**src/rtl/puf_challenge_sequencer.sv**
```systemverilog
// rtl/puf_challenge_sequencer.sv - sweeps PUF challenges, majority-votes samples into a response word
//
// Purpose:
//   Steps a single-bit PUF through challenges 0..NUM_CHAL-1. For each challenge the
//   sequencer holds enable+challenge for SETTLE_CYCLES, takes VOTES synchronised
//   samples, and majority-votes them into resp_data[challenge]. A one-cycle GAP with
//   enable low re-arms the PUF between challenges. The finished word is offered on a
//   valid/ready handshake.
//
// Optional build macro:
//   PUF_SEQ_STABILITY_EN - when defined, unstable_mask[i] flags challenges whose
//   samples were not unanimous. When undefined, unstable_mask is tied to zero.
//
// Ports:
//   clk           in   system clock, rising edge
//   rst           in   asynchronous active-high reset
//   start         in   request a full sweep (accepted only when idle)
//   abort         in   synchronous abort of a running sweep
//   busy          out  high from start-accept until back in idle
//   puf_enable    out  PUF enable
//   puf_challenge out  PUF challenge, CHAL_W bits
//   puf_response  in   PUF output, asynchronous to clk
//   resp_valid    out  response word available
//   resp_ready    in   consumer accepts the word
//   resp_data     out  voted bit per challenge, NUM_CHAL bits
//   unstable_mask out  per-challenge instability flags, NUM_CHAL bits

module puf_challenge_sequencer #(
    parameter int CHAL_W        = 2,
    parameter int NUM_CHAL      = 4,
    parameter int SETTLE_CYCLES = 16,
    parameter int VOTES         = 5
) (
    input  logic                clk,
    input  logic                rst,
    input  logic                start,
    input  logic                abort,
    output logic                busy,
    output logic                puf_enable,
    output logic [CHAL_W-1:0]   puf_challenge,
    input  logic                puf_response,
    output logic                resp_valid,
    input  logic                resp_ready,
    output logic [NUM_CHAL-1:0] resp_data,
    output logic [NUM_CHAL-1:0] unstable_mask
);

    if (VOTES % 2 == 0) begin : g_votes_even
        $error("puf_challenge_sequencer: VOTES must be odd");
    end
    if (NUM_CHAL > (1 << CHAL_W)) begin : g_num_chal_range
        $error("puf_challenge_sequencer: NUM_CHAL exceeds 2**CHAL_W");
    end
    if (SETTLE_CYCLES < 2) begin : g_settle_min
        $error("puf_challenge_sequencer: SETTLE_CYCLES must be at least 2");
    end

    localparam int CNT_MAX = (SETTLE_CYCLES > VOTES) ? SETTLE_CYCLES : VOTES;
    localparam int CNT_W   = $clog2(CNT_MAX + 1);
    localparam int ONES_W  = $clog2(VOTES + 1);

    localparam logic [CNT_W-1:0]  SETTLE_LAST = CNT_W'(SETTLE_CYCLES - 1);
    localparam logic [CNT_W-1:0]  SAMPLE_LAST = CNT_W'(VOTES - 1);
    localparam logic [CHAL_W-1:0] LAST_IDX    = CHAL_W'(NUM_CHAL - 1);
    localparam logic [ONES_W-1:0] HALF_VOTES  = ONES_W'(VOTES / 2);

    typedef enum logic [2:0] {
        ST_IDLE,
        ST_SETTLE,
        ST_SAMPLE,
        ST_GAP,
        ST_DONE
    } state_t;

    state_t state;
    state_t state_next;

    logic                sync1;
    logic                sync2;
    logic [CNT_W-1:0]    cnt;
    logic [ONES_W-1:0]   ones;
    logic [CHAL_W-1:0]   chal_idx;
    logic [NUM_CHAL-1:0] resp_q;

    // Ones count including the sample being taken this cycle; on the last SAMPLE
    // cycle this is the complete tally for the challenge.
    logic [ONES_W-1:0]   vote_total;
    logic                last_sample;
    logic                sweep_accept;
    logic                sweep_abort;

    assign vote_total   = ones + ONES_W'(sync2);
    assign last_sample  = (state == ST_SAMPLE) && (cnt == SAMPLE_LAST) && !abort;
    assign sweep_accept = (state == ST_IDLE) && start;
    assign sweep_abort  = abort && ((state == ST_SETTLE) || (state == ST_SAMPLE) ||
                                    (state == ST_GAP));

    // Outputs decode straight from state so the asynchronous reset clears them
    // without waiting for a clock edge.
    assign busy          = (state != ST_IDLE);
    assign puf_enable    = (state == ST_SETTLE) || (state == ST_SAMPLE);
    assign resp_valid    = (state == ST_DONE);
    assign puf_challenge = chal_idx;
    assign resp_data     = resp_q;

    always_ff @(posedge clk or posedge rst) begin
        if (rst) begin
            state <= ST_IDLE;
        end else begin
            state <= state_next;
        end
    end

    always_comb begin
        state_next = state;
        case (state)
            ST_IDLE: begin
                if (start) begin
                    state_next = ST_SETTLE;
                end
            end
            ST_SETTLE: begin
                if (abort) begin
                    state_next = ST_IDLE;
                end else if (cnt == SETTLE_LAST) begin
                    state_next = ST_SAMPLE;
                end
            end
            ST_SAMPLE: begin
                if (abort) begin
                    state_next = ST_IDLE;
                end else if (cnt == SAMPLE_LAST) begin
                    state_next = ST_GAP;
                end
            end
            ST_GAP: begin
                if (abort) begin
                    state_next = ST_IDLE;
                end else if (chal_idx == LAST_IDX) begin
                    state_next = ST_DONE;
                end else begin
                    state_next = ST_SETTLE;
                end
            end
            ST_DONE: begin
                if (resp_ready) begin
                    state_next = ST_IDLE;
                end
            end
            default: state_next = ST_IDLE;
        endcase
    end

    // Two-flop synchroniser; only sync2 is ever sampled.
    always_ff @(posedge clk or posedge rst) begin
        if (rst) begin
            sync1 <= 1'b0;
            sync2 <= 1'b0;
        end else begin
            sync1 <= puf_response;
            sync2 <= sync1;
        end
    end

    always_ff @(posedge clk or posedge rst) begin
        if (rst) begin
            cnt      <= '0;
            ones     <= '0;
            chal_idx <= '0;
            resp_q   <= '0;
        end else if (sweep_accept) begin
            cnt      <= '0;
            ones     <= '0;
            chal_idx <= '0;
            resp_q   <= '0;
        end else if (sweep_abort) begin
            // The challenge bus keeps its last value; only the sweep results go.
            cnt    <= '0;
            ones   <= '0;
            resp_q <= '0;
        end else begin
            case (state)
                ST_SETTLE: begin
                    if (cnt == SETTLE_LAST) begin
                        cnt <= '0;
                    end else begin
                        cnt <= cnt + CNT_W'(1);
                    end
                end
                ST_SAMPLE: begin
                    if (cnt == SAMPLE_LAST) begin
                        cnt              <= '0;
                        ones             <= '0;
                        resp_q[chal_idx] <= (vote_total > HALF_VOTES);
                    end else begin
                        cnt  <= cnt + CNT_W'(1);
                        ones <= vote_total;
                    end
                end
                ST_GAP: begin
                    if (chal_idx != LAST_IDX) begin
                        chal_idx <= chal_idx + CHAL_W'(1);
                    end
                end
                default: begin
                end
            endcase
        end
    end

`ifdef PUF_SEQ_STABILITY_EN
    logic [NUM_CHAL-1:0] unstable_q;

    always_ff @(posedge clk or posedge rst) begin
        if (rst) begin
            unstable_q <= '0;
        end else if (sweep_accept || sweep_abort) begin
            unstable_q <= '0;
        end else if (last_sample) begin
            unstable_q[chal_idx] <= (vote_total != '0) && (vote_total != ONES_W'(VOTES));
        end
    end

    assign unstable_mask = unstable_q;
`else
    logic unused_last_sample;

    assign unused_last_sample = last_sample;
    assign unstable_mask      = '0;
`endif

endmodule

```
**config.mk**
```make
export PLATFORM = sky130hd
export DESIGN_NAME = puf_challenge_sequencer
export DESIGN_NICKNAME = d
export VERILOG_FILES = /design/src/rtl/puf_challenge_sequencer.sv
export SDC_FILE = /design/constraint.sdc
export NUM_CORES = 1
export LEC_CHECK = 0
export ABC_AREA = 1
export BUFFER_PORTS_ARGS = -buffer_cell sky130_fd_sc_hd__buf_2
export CORE_ASPECT_RATIO = 0.9
export CORE_UTILIZATION = 40
export CTS_CLUSTER_DIAMETER = 120
export DETAILED_ROUTE_END_ITERATION = 10
export PLACE_DENSITY_LB_ADDON = 0.12
export SYNTH_ARGS = -nofsm -noshare
export SYNTH_HDL_FRONTEND = slang
export SYNTH_SLANG_ARGS = --single-unit
```
**constraint.sdc**
```tcl
create_clock -name clk -period 3.7 [get_ports clk]
set_clock_uncertainty 0.2 [all_clocks]
set_input_delay 0.37 -clock clk [delete_from_list [all_inputs] [get_ports clk]]
set_output_delay 0.37 -clock clk [all_outputs]
set_load 0.01 [all_outputs]
```
Word level (Yosys, flattened, before mapping)
Index checks and enable logic that the tools add are counted.

cells by class
  add/subtract/negate cells = 3
  reductions and logical operators = 15
  shift-type cells = 0
  order comparisons = 3
  equal/unequal tests = 13
  muxes and demuxes = 29
  div/mod/pow operators = 0
  $mul = 0
  bitwise logic cells = 0

operators by type and width
  cell                                                                          number
  3-bit 2-to-1 mux                                                              12
  5-bit 2-to-1 mux                                                              4
  4-bit 2-to-1 mux                                                              4
  3-bit one-hot mux with 5 select lines                                         1
  5-bit one-hot mux with 2 select lines                                         1
  3-bit nonzero test                                                            3
  2-bit 2-to-1 mux                                                              4
  3-bit by 2-bit equality test with 1-bit output, second input constant         2
  2-bit inequality test, second input constant                                  3
  3-bit by 2-bit inequality test with 1-bit output, second input constant       2
  5-bit by 1-bit adder with 5-bit output, second input constant                 1
  5-bit by 3-bit equality test with 1-bit output, second input constant         1
  5-bit by 4-bit equality test with 1-bit output, second input constant         1
  4-bit bitwise mux                                                             1
  4-bit AND reduction                                                           1
  2-bit nonzero test                                                            2
  4-bit nonzero test                                                            1
  3-bit by 1-bit adder with 3-bit output                                        1
  3-bit by 1-bit equality test with 1-bit output, second input constant         1
  3-bit equality test, second input constant                                    1
  3-bit by 2-bit > comparator with 1-bit output, second input constant          1
  1-bit logical AND                                                             3
  3-bit logical NOT                                                             1
  2-bit by 3-bit less-than comparator with 1-bit output, second input constant  1
  9 further kinds                                                               10

storage, ports and cells
  register bits = 19
  output and inout bits = 13
  input port bits = 6
  memory bits (writable) = 0
  latch bits = 0
  memories kept = 0
  memory bits (read-only) = 0
  logic and storage cells = 70

Depth between registers and ports, before layout
Gate-level depths: netlist (run 1).

  depth in word-level cells = 9
  depth in mapped cells = 11
  mapped depth without buffers = 11

Worst setup path before layout (run 1)
OpenSTA, ideal clock, no wires.

  path kind = register to register
  start = register cnt[0]
  end = register state[0]
  data arrival time = 1,288 ps
  buffers on the path = 0
  path slack = 2,094 ps
  library setup time = 118 ps
  required time = 3,382 ps
  period minus slack after synthesis = 1,606 ps
  cell stages (with the launch flop) = 11
  cell sequence = dfrtp_1 > ha_1 > nand2_1 > nor2_1 > ha_1 > nor2_1 > nand3_1 > o21ai_0 > nor2_1 > nand3_1 > nand2_1

between the ends
  longest elaborated chain between the ends = 3
  elaborated cells on any way between the ends = 5
  those cells by class = eq/ne (4); reduce/logical (1)

ends and longest elaborated chain
  item                                                                                                              RTL line  RTL
  from (decl)                                                                                                       80        logic [CNT_W-1:0] cnt;
  from (signal assigned)                                                                                            187       cnt <= cnt + CNT_W'(1);
  from (signal assigned)                                                                                            196       cnt <= cnt + CNT_W'(1);
  5-bit by 3-bit equality test with 1-bit output or 5-bit by 4-bit equality test with 1-bit output (tied branches)  132, 125
  3-bit by 2-bit inequality test with 1-bit output (no line)                                                        n/a
  4-bit AND reduction (no line) *                                                                                   n/a
  to (signal assigned)                                                                                              110       state <= state_next;
  to (decl)                                                                                                         75        state_t state;

Mark *: on every way between the ends. The rest lies on a longest branch, timed or not.
A chain may end at the register's enable or synchronous reset.

Final worst setup path (run 1)
  start = register state[0]
  end = output puf_enable

between the ends
  longest elaborated chain between the ends = 2
  elaborated cells on any way between the ends = 3
  those cells by class = eq/ne (2); reduce/logical (1)

ends and longest elaborated chain
  item                                                                                                              RTL line  RTL
  3-bit by 1-bit equality test with 1-bit output or 3-bit by 2-bit equality test with 1-bit output (tied branches)  101       assign puf_enable = (state == ST_SETTLE) || (state == ST_SAMPLE);
  1-bit logical OR *                                                                                                101
  to (decl)                                                                                                         39        output logic puf_enable,

Marks and branches as above.

==> out/metrics.cfg, run 1 <==
[run_status]
run_status = complete, no violations

[detailed_routing]
detailroute.via_count = 986
drt-pass1-iter-count = 4
vias_per_cell = 4.67
drc_errors = 0
drtAntennaViolNets = 0
wl_per_cell_um = 10.6
first_iter_violations = 38
wl_um = 2240

[worst_setup_path]
rrSetupSlack_ps = 1980
critical_path.max_fanout = 8
cp_data_arrival_time_ps = 1340
path_class = register to output port
worst_path_largest_cell_delay_ps = 460
reg2regPathDepth = 9
cp-end-kind = output port
setup.worst_path.start_class = register
critPathSlowestCell = dfrtp_1
worst_setup_path_startpoint = state[0]
cp_cell_sequence = inv_2 -> nand3_2 -> nand2_4 -> buf_2
worst_r2r_end = cnt[1]
cp_data_required_time_ps = 3130
rr_startpoint = cnt[0]

[floorplan]
die-height_um = 54.2
floorplan.die.width_um = 60.0
io_pins = 19
coreArea_um2 = 2820
fp-row-count = 18
initial_utilization = 0.431
dieArea_um2 = 3260

[sta]
grt_setup_unrepaired = false
setup_viol = 0
timing_worst_slew_pin_value_ps = 755
slew_headroom = 0.496
setup-tns-final_ps = 0
fmax_ghz = 0.524
slew_viol_final = 0
fin_crit_ps = 1910
hold_ws_ps = 105
layout_worst_path_cycle_share = 0.516
hold_viol_final = 0

[placed_design]
port_buffers = 14
hpwlAfterDp_um = 1730
placedCellCount = 205
globalplace.congestion = 0.817

[grt]
grt_first_pass_wirelength_um = 3870
grt_start_max_net_pins = 20
global_route.usage.total = 0.163
grt.overflow.total = 0
antenna_found_initial = 0
first_global_vias = 862

[logic_synthesis]
synth.lib_cells_used.distinct = 23
syn-mean-instance-area_um2 = 7.92
ys_async_sr_fraction = 1.00
synth.top_cells.by_count = nand2_1 (33), dfrtp_1 (19), inv_1 (18), nand3_1 (15), nor2_1 (14)
dominantRegCellSynth = dfrtp_1
leading_cell_types_by_total_area_after_synthesis = dfrtp_1 (39%), ha_1 (10%), nand2_1 (10%)
netlist_instances = 153
synthMostInstantiatedCell = nand2_1
post_synth_and_or_nand_nor_area_fraction = 0.303
syn_std_cell_area_um2 = 1210
xor_and_xnor_fraction_of_the_mapped_netlist_area = 0.00722
synth_mux_area_frac = 0
yosys_warnings = 0
synth_compound_gate_area_share = 0.0836
netlist.top_cell.by_area = dfrtp_1
main_combinational_cell_family_by_area_after_synthesis = simple AND/OR/NAND/NOR gates
adder_cell_area_share_of_the_yosys_netlist = 0.103
postSynthRegisterBits = 19
seq_area_frac_synth = 0.392
synth_largest_type_area_fraction = 0.392
number_of_enable_type_register_cells_in_the_synthesized_netlist = 0

[final_layout]
utilization = 0.479
fill_cells = 293
antenna-diode-count = 0
area_growth_syn_to_layout_pct = 11.2
post_route_cells_drive_above_1_share = 0.187
final_net_count = 188
final_cell_count_no_fill = 211

[clock_tree]
clock_tree.root_cell = clkbuf_4
post_cts_buffers = 0
clockBufferDepth = 2
cts_resized = 0
cts_tree = yes
post_cts_clock_slew_at_the_launch_and_capture_registers_of_the_worst_setup_and_hold_paths_ps = 110
tritoncts.num_buffers = 3
cts_hold_repair.buffers = 2
clock_latency_ps = 300
clock_sinks = 19
cts.htree.levels = 1

[pwr]
leakagePower_nw = 0.726
max-vdd-ir-drop_uv = 283
power.density_nw_per_um2 = 553

[worst_hold_path]
whs_path_depth = 2
hold_path.class = input port to register
worst_hold_path.endpoint = state[2]
timing.hold.worst.start = abort

[run]
timing.max_cap.violations = 0

==> worst max-delay path by stage <==
stage                      end  slack [ps]  cells past startpoint
finish              puf_enable        1790                      4
global route        puf_enable        1680                      4
CTS                 puf_enable        1770                      4
detailed placement    state[1]        1990                     10
global placement      state[1]        2040                     10
floorplan             state[0]        2090                     10
==> worst max-delay path, delay by kind of cell (launching register included) <==
kind | cells | cell delay [ps]
AND/OR/NAND/NOR | 2 | 340
buffers and inverters | 2 | 230
flip-flops | 1 | 460
==> kinds of logic after synthesis <==
group | count (synthesis)
buffers and inverters | 28
adder cells (fa/ha/maj) | 10
AO/OA/AOI/OAI | 19
AND/OR/NAND/NOR | 75
XOR/XNOR | 1
other | 1
flip-flops | 19
==> layout make-up <==
class | instances | area, um^2 | share of cell area
sequential | 19 | 475 | 0.353
timing repair buffer | 16 | 90.1 | 0.0668
tap | 40 | 50.0 | 0.0371
clock buffer | 4 | 26.3 | 0.0195
multi-input combinational | 109 | 618 | 0.458
inverter | 23 | 88.8 | 0.0659
==> flip-flops by register name, summed over array words and instances (netlist names) <==
name           flops
ones               3
puf_challenge      2
sync1              1
state              3
cnt                5
resp_data          4
sync2              1
==> per-stage QoR <==
step,instance area [um^2],power (mW),setup WS (ps)
after floorplan,1220,0.576,2090
after global placement,1300,0.637,2040
after detailed placement,1300,0.640,1990
after CTS,1350,0.754,1770
after global routing,1350,0.827,1680
final,1350,0.746,1790
==> layout by cell type, fill, tap and decap left out, types with 3 or more instances in the layout <==
master    count
o21ai_0      12
nand3_1      15
nand4_1       4
inv_1        18
conb_1        4
a21oi_1       5
nand2_4       3
clkbuf_4      3
nor2_1       14
dfrtp_1      19
nand2_1      33
buf_2        14
inv_2         4
ha_1         10
==> power by group <==
| part | total (mW) | leakage (nW) | internal, mW | switching, mW |
|---|---|---|---|---|
| clock | 0.105 | 0.0150 | 0.0420 | 0.0633 |
| combinational | 0.357 | 0.456 | 0.123 | 0.235 |
| sequential | 0.283 | 0.255 | 0.243 | 0.0397 |
==> routing by layer <==
| metal | wire length [um] | part of all wire | global-route usage |
|---|---|---|---|
| met3 | 66 | 0.029 | 0.0426 |
| met1 | 1310 | 0.58 | 0.251 |
| met4 | 16 | 0.0071 | 0.0233 |
| met5 | 0 | 0 | 0 |
| met2 | 852 | 0.38 | 0.233 |
(Power assumes the default switching activity.)
==> run 2: changes to the inputs <==
==> constraint.sdc (replaced) <==
create_clock -name clk -period 1.8 [get_ports clk]
set_clock_uncertainty 0.2 [all_clocks]
set_input_delay 0.18 -clock clk [delete_from_list [all_inputs] [get_ports clk]]
set_output_delay 0.18 -clock clk [all_outputs]
set_load 0.01 [all_outputs]
==> run 2 against run 1 <==
Net effect:
- via count grew 4.8%
- global-route usage grew 0.86 points
- clock-buffer cell count is the same
- critical path type is now input port to register
- flip-flop and latch count is the same
- design area grew 5.6%
- largest cell class unchanged
- sequential power grew 110%
- sequential share of layout area shrank 1.7 points
- critical path depth grew 7
- highest routed layer unchanged
- worst hold slack lost 71 ps
- clock power grew 110%
==> out/metrics.cfg, run 2 (synthesis gave the netlist of run 1 again) <==
[run_status]
run_status = complete, no violations

[pwr]
post-layout-total-power_mw = 1.59  ; +110%
power.density_nw_per_um2 = 1120  ; +100%
max-vdd-ir-drop_uv = 496  ; +75%
leakagePower_nw = 0.759  ; +4.6%

[detailed_routing]
wl_per_cell_um = 11.1  ; +4.2%
drc_errors = 0  ; unchanged
drtAntennaViolNets = 0  ; unchanged
detailroute.via_count = 1033  ; +4.8%
vias_per_cell = 4.80  ; +2.8%
wl_um = 2380  ; +6.2%
drt-pass1-iter-count = 4  ; unchanged
first_iter_violations = 37  ; -2.6%

[clock_tree]
cts_tree = yes
clockBufferDepth = 2  ; unchanged
clock_sinks = 19  ; unchanged
clock_latency_ps = 300  ; about the same
cts.htree.levels = 1  ; unchanged
post_cts_clock_slew_at_the_launch_and_capture_registers_of_the_worst_setup_and_hold_paths_ps = 110  ; about the same
clock_tree.root_cell = clkbuf_4
tritoncts.num_buffers = 3  ; unchanged

[final_layout]
layout.cells.most_common = nand2_1
final_cell_area_um2 = 1420  ; +5.6%
post_route_cells_drive_above_1_share = 0.257  ; +0.0700
final_net_count = 192  ; +2.1%
antenna-diode-count = 0  ; unchanged
largest_register_ff_count = 5  ; unchanged
mostFrequentLayoutCells = nand2_1 (31), inv_1 (18), dfrtp_1 (17)
area_growth_syn_to_layout_pct = 17.4
utilization = 0.506  ; +0.0267
register_name_with_the_most_flops = cnt

[worst_setup_path]
setup.worst_path.start_class = input port
cp_data_required_time_ps = 1790  ; -1340 ps
cp-end-kind = register
rrSetupSlack_ps = 160  ; -1820 ps
rr_startpoint = state[1]
reg2regPathDepth = 8  ; -1
worst_r2r_end = cnt[3]
path_class = input port to register
cp_data_arrival_time_ps = 1680  ; +340 ps
worst_setup_path_startpoint = abort
critical_path.max_fanout = 11  ; +3

[sta]
grt_setup_unrepaired = true
fin_crit_ps = 1680
post_route_worst_setup_slack_ps = 117  ; -1670 ps
layout_worst_path_cycle_share = 0.935
slew_viol_final = 0  ; unchanged
fmax_ghz = 0.594
hold_viol_final = 0  ; unchanged
setup_viol = 0  ; unchanged
setup-tns-final_ps = 0  ; unchanged

[grt]
grt_first_pass_wirelength_um = 4040  ; +4.5%
first_global_vias = 957  ; +11%
grt_start_max_net_pins = 20  ; unchanged
antenna_found_initial = 0  ; unchanged
global_route.usage.total = 0.172  ; +0.00856
grt.overflow.total = 0  ; unchanged

[floorplan]
floorplan.die.width_um = 60.0  ; unchanged
coreArea_um2 = 2820  ; unchanged
die-height_um = 54.2  ; unchanged
fp-row-count = 18  ; unchanged
initial_utilization = 0.431  ; unchanged
io_pins = 19  ; unchanged
dieArea_um2 = 3260  ; unchanged

[worst_hold_path]
timing.hold.worst.start = resp_ready
hold_path.class = input port to register
whs_path_depth = 5  ; +3
worst_hold_path.endpoint = state[1]

[placed_design]
placed_cell_area_um2 = 1310  ; +0.58%
hpwlAfterDp_um = 1790  ; +3.6%
dpl_worst_slack_ps = 95.8  ; -1900 ps
globalplace.congestion = 0.816  ; about the same
port_buffers = 14  ; unchanged

[run]
timing.max_cap.violations = 0  ; unchanged

-- run 2: power by group --
part	leakage [nW]	switching, mW	internal, mW	total, mW
Clock	0.0150	0.132	0.0864	0.218
Sequential	0.252	0.0832	0.504	0.587
Combinational	0.492	0.509	0.276	0.785
-- run 2: worst max-delay path by stage --
stage	end	slack (ps)
after floorplan	state[0]	190
after global placement	state[1]	140
after detailed placement	state[1]	100
after CTS	state[2]	20
after global routing	state[0]	-30
final	cnt[3]	120
-- run 2: metrics by stage --
step / hold slack, ps / cells
3_3_place_gp: 13.1 / 206
6_report: 34.1 / 215
3_5_place_dp: 19.5 / 206
4_1_cts: 52.0 / 214
2_1_floorplan: -68.9 / 156
5_1_grt: 49.4 / 215
-- run 2: layout make-up --
cell class | count | area (um^2)
inverters | 23 | 91.3
repair buffers | 20 | 128
well taps | 40 | 50.0
fillers | 283 | 1390
clock buffers | 4 | 26.3
multi-input cells | 109 | 651
flip-flops and latches | 19 | 478
-- run 2: timing repair --
action	CTS	global route
endpoints found under the hold margin	22	0
gates resized for setup	0	14
setup endpoints to repair	0	7
hold buffers	4	0
buffers inserted	0	1
-- run 2: metal layers --
metal	track usage	vias to the layer above	part of all wire
li1	-	529	-
met1	0.234	477	0.52
met2	0.270	25	0.43
met3	0.0496	2	0.040
met4	0.0426	0	0.0055
met5	0	-	0
-- run 2: worst max-delay path, stage by stage --
cell,delay (ps)
dlygate4sd3_1,520
buf_2,150
inv_1,80
nor2_1,120
nand2_2,120
nand2_4,160
inv_4,60
nand2_4,110
nand3_1,80
nand2_1,60
nor2_1,40
==> run 3: changes to the inputs <==
--- a/config.mk
+++ b/config.mk
@@ -8,6 +8,7 @@
 export ABC_AREA = 1
 export BUFFER_PORTS_ARGS = -buffer_cell sky130_fd_sc_hd__buf_2
 export CORE_ASPECT_RATIO = 0.9
+export CORE_MARGIN = 3
 export CORE_UTILIZATION = 40
 export CTS_CLUSTER_DIAMETER = 120
 export DETAILED_ROUTE_END_ITERATION = 10
==> run 3 against run 2 <==
Net effect:
- die area up 15%
- design area grew 3.2%
- setup slack lost 36 ps
- total power increased by 7.3%
- clock-buffer cell count unchanged
- non-clock buffer count up 6
- wire length is 5.8% higher
- the flow now finishes with violations (negative hold slack)
==> out/metrics.cfg, run 3 (synthesis gave the netlist of run 1 again) <==
[sta]
layout_worst_path_cycle_share = 0.955  ; +0.0197
post_route_worst_setup_slack_ps = 81.2  ; -35.5 ps
fin_crit_ps = 1720  ; +35.5 ps
setup-tns-final_ps = 0  ; unchanged
grt_setup_unrepaired = true
hold_viol_final = 1  ; +1
fmax_ghz = 0.582  ; -2.1%
slew_viol_final = 0  ; unchanged
setup_viol = 0  ; unchanged
hold_ws_ps = -1.05  ; -35.2 ps

[placed_design]
placed_cell_area_um2 = 1310  ; unchanged
dpl_worst_slack_ps = 94.4  ; -1.31 ps
placedCellCount = 206  ; unchanged
globalplace.congestion = 0.837  ; +2.6%
port_buffers = 14  ; unchanged
hpwlAfterDp_um = 1830  ; +2.2%

[detailed_routing]
detailroute.via_count = 1049  ; +1.5%
drt-pass1-iter-count = 5  ; +1
wl_um = 2520  ; +5.8%
drc_errors = 0  ; unchanged
vias_per_cell = 4.75  ; -1.2%
first_iter_violations = 53  ; +43%
drtAntennaViolNets = 0  ; unchanged
wl_per_cell_um = 11.4  ; +2.9%

[floorplan]
die-height_um = 58.2  ; +7.4%
initial_utilization = 0.431  ; unchanged
dieArea_um2 = 3730  ; +15%
io_pins = 19  ; unchanged
fp-row-count = 18  ; unchanged
coreArea_um2 = 2820  ; unchanged
floorplan.die.width_um = 64.0  ; +6.7%

[grt]
first_global_vias = 931  ; -2.7%
global_route.usage.total = 0.138  ; -0.0338
grt.overflow.total = 0  ; unchanged
grt_first_pass_wirelength_um = 4090  ; +1.2%
antenna_found_initial = 0  ; unchanged
grt_start_max_net_pins = 20  ; unchanged

[worst_setup_path]
cp-end-kind = register
cp_cell_sequence = dlygate4sd3_1 -> buf_2 -> inv_1 -> nor2_1 -> nand2_2 -> nand2_4 -> inv_4 -> nand2_4 -> nand3_1 -> nand2_1 -> nor2_1
setup.worst_path.start_class = input port
path_class = input port to register
cp_data_arrival_time_ps = 1720  ; +40 ps
cp_data_required_time_ps = 1800  ; about the same
critPathSlowestCell = dlygate4sd3_1
critical_path.max_fanout = 11  ; unchanged
worst_path_largest_cell_delay_ps = 530  ; about the same

[final_layout]
final_cell_area_um2 = 1470  ; +3.2%
area_growth_syn_to_layout_pct = 21.2
post_route_cells_drive_above_1_share = 0.304  ; +0.0467
utilization = 0.522  ; +0.0160
mostFrequentLayoutCells = nand2_1 (30), inv_1 (17), dfrtp_1 (17)
largest_register_ff_count = 5  ; unchanged
antenna-diode-count = 0  ; unchanged
final_cell_count_no_fill = 221  ; +2.8%
register_name_with_the_most_flops = cnt
layout.cells.most_common = nand2_1
final_net_count = 198  ; +3.1%

[clock_tree]
clockBufferDepth = 2  ; unchanged
post_cts_clock_slew_at_the_launch_and_capture_registers_of_the_worst_setup_and_hold_paths_ps = 100  ; about the same
cts.htree.levels = 1  ; unchanged
clock_sinks = 19  ; unchanged
clock_tree.root_cell = clkbuf_4
clock_latency_ps = 300  ; about the same
tritoncts.num_buffers = 3  ; unchanged
cts_tree = yes

[pwr]
power.density_nw_per_um2 = 1160  ; +4.0%
leakagePower_nw = 0.774  ; +2.0%
max-vdd-ir-drop_uv = 638  ; +29%

[run_status]
run_status = finished, violations left
failed_checks = negative hold slack

[run]
timing.max_cap.violations = 0  ; unchanged

[worst_hold_path]
hold_path.class = input port to register

[run 3: area by class of cell]
type	instances	area, um^2
Clock buffer	4	26.3
Fill cell	270	1350
Inverter	23	88.8
Multi-Input combinational cell	109	658
Sequential cell	19	478
Tap cell	40	50.0
Timing Repair Buffer	26	168
[run 3: worst max-delay path: cells and delay by family]
kind	cells	cell delay, ps
and+or+nand+nor	7	710
buffers and inverters	4	830
[run 3: power by group]
| part | total [mW] | switching [mW] | internal (mW) |
|---|---|---|---|
| combinational | 0.916 | 0.561 | 0.355 |
| sequential | 0.575 | 0.0710 | 0.504 |
| clock | 0.216 | 0.129 | 0.0864 |
| total | 1.71 | 0.762 | 0.945 |
[run 3: worst paths after layout]
kind	from	endpoint	slack, ps	cells past startpoint
worst max-delay path	abort	cnt[3]	80	11
worst min-delay path	resp_ready	state[2]	-1	4
worst max register to register	cnt[1]	cnt[2]	100	12
worst min register to register	sync1	sync2	160	0
max in group asynchronous	rst	state[0]	950	4
min in group asynchronous	rst	ones[2]	230	4
[run 3: what timing repair did]
item,CTS,global route
resized for setup,0,19
buffers inserted,0,8
hold buffers,4,0
endpoints found under the setup margin,0,6
endpoints found under the hold margin,22,0
[run 3: metrics by stage]
stage / hold slack (ps) / total power, mW
5_1_grt: 52.2 / 1.87
3_3_place_gp: 13.1 / 1.31
3_5_place_dp: 18.2 / 1.33
6_report: -1.05 / 1.71
2_1_floorplan: -68.9 / 1.18
4_1_cts: 41.5 / 1.56
[run 3: metal layers]
layer / track usage / part of all wire / wire length [um]
met4: 0.0369 / 0.0087 / 22
met5: 0 / 0 / 0
met2: 0.215 / 0.42 / 1070
met1: 0.190 / 0.53 / 1330
met3: 0.0368 / 0.041 / 102
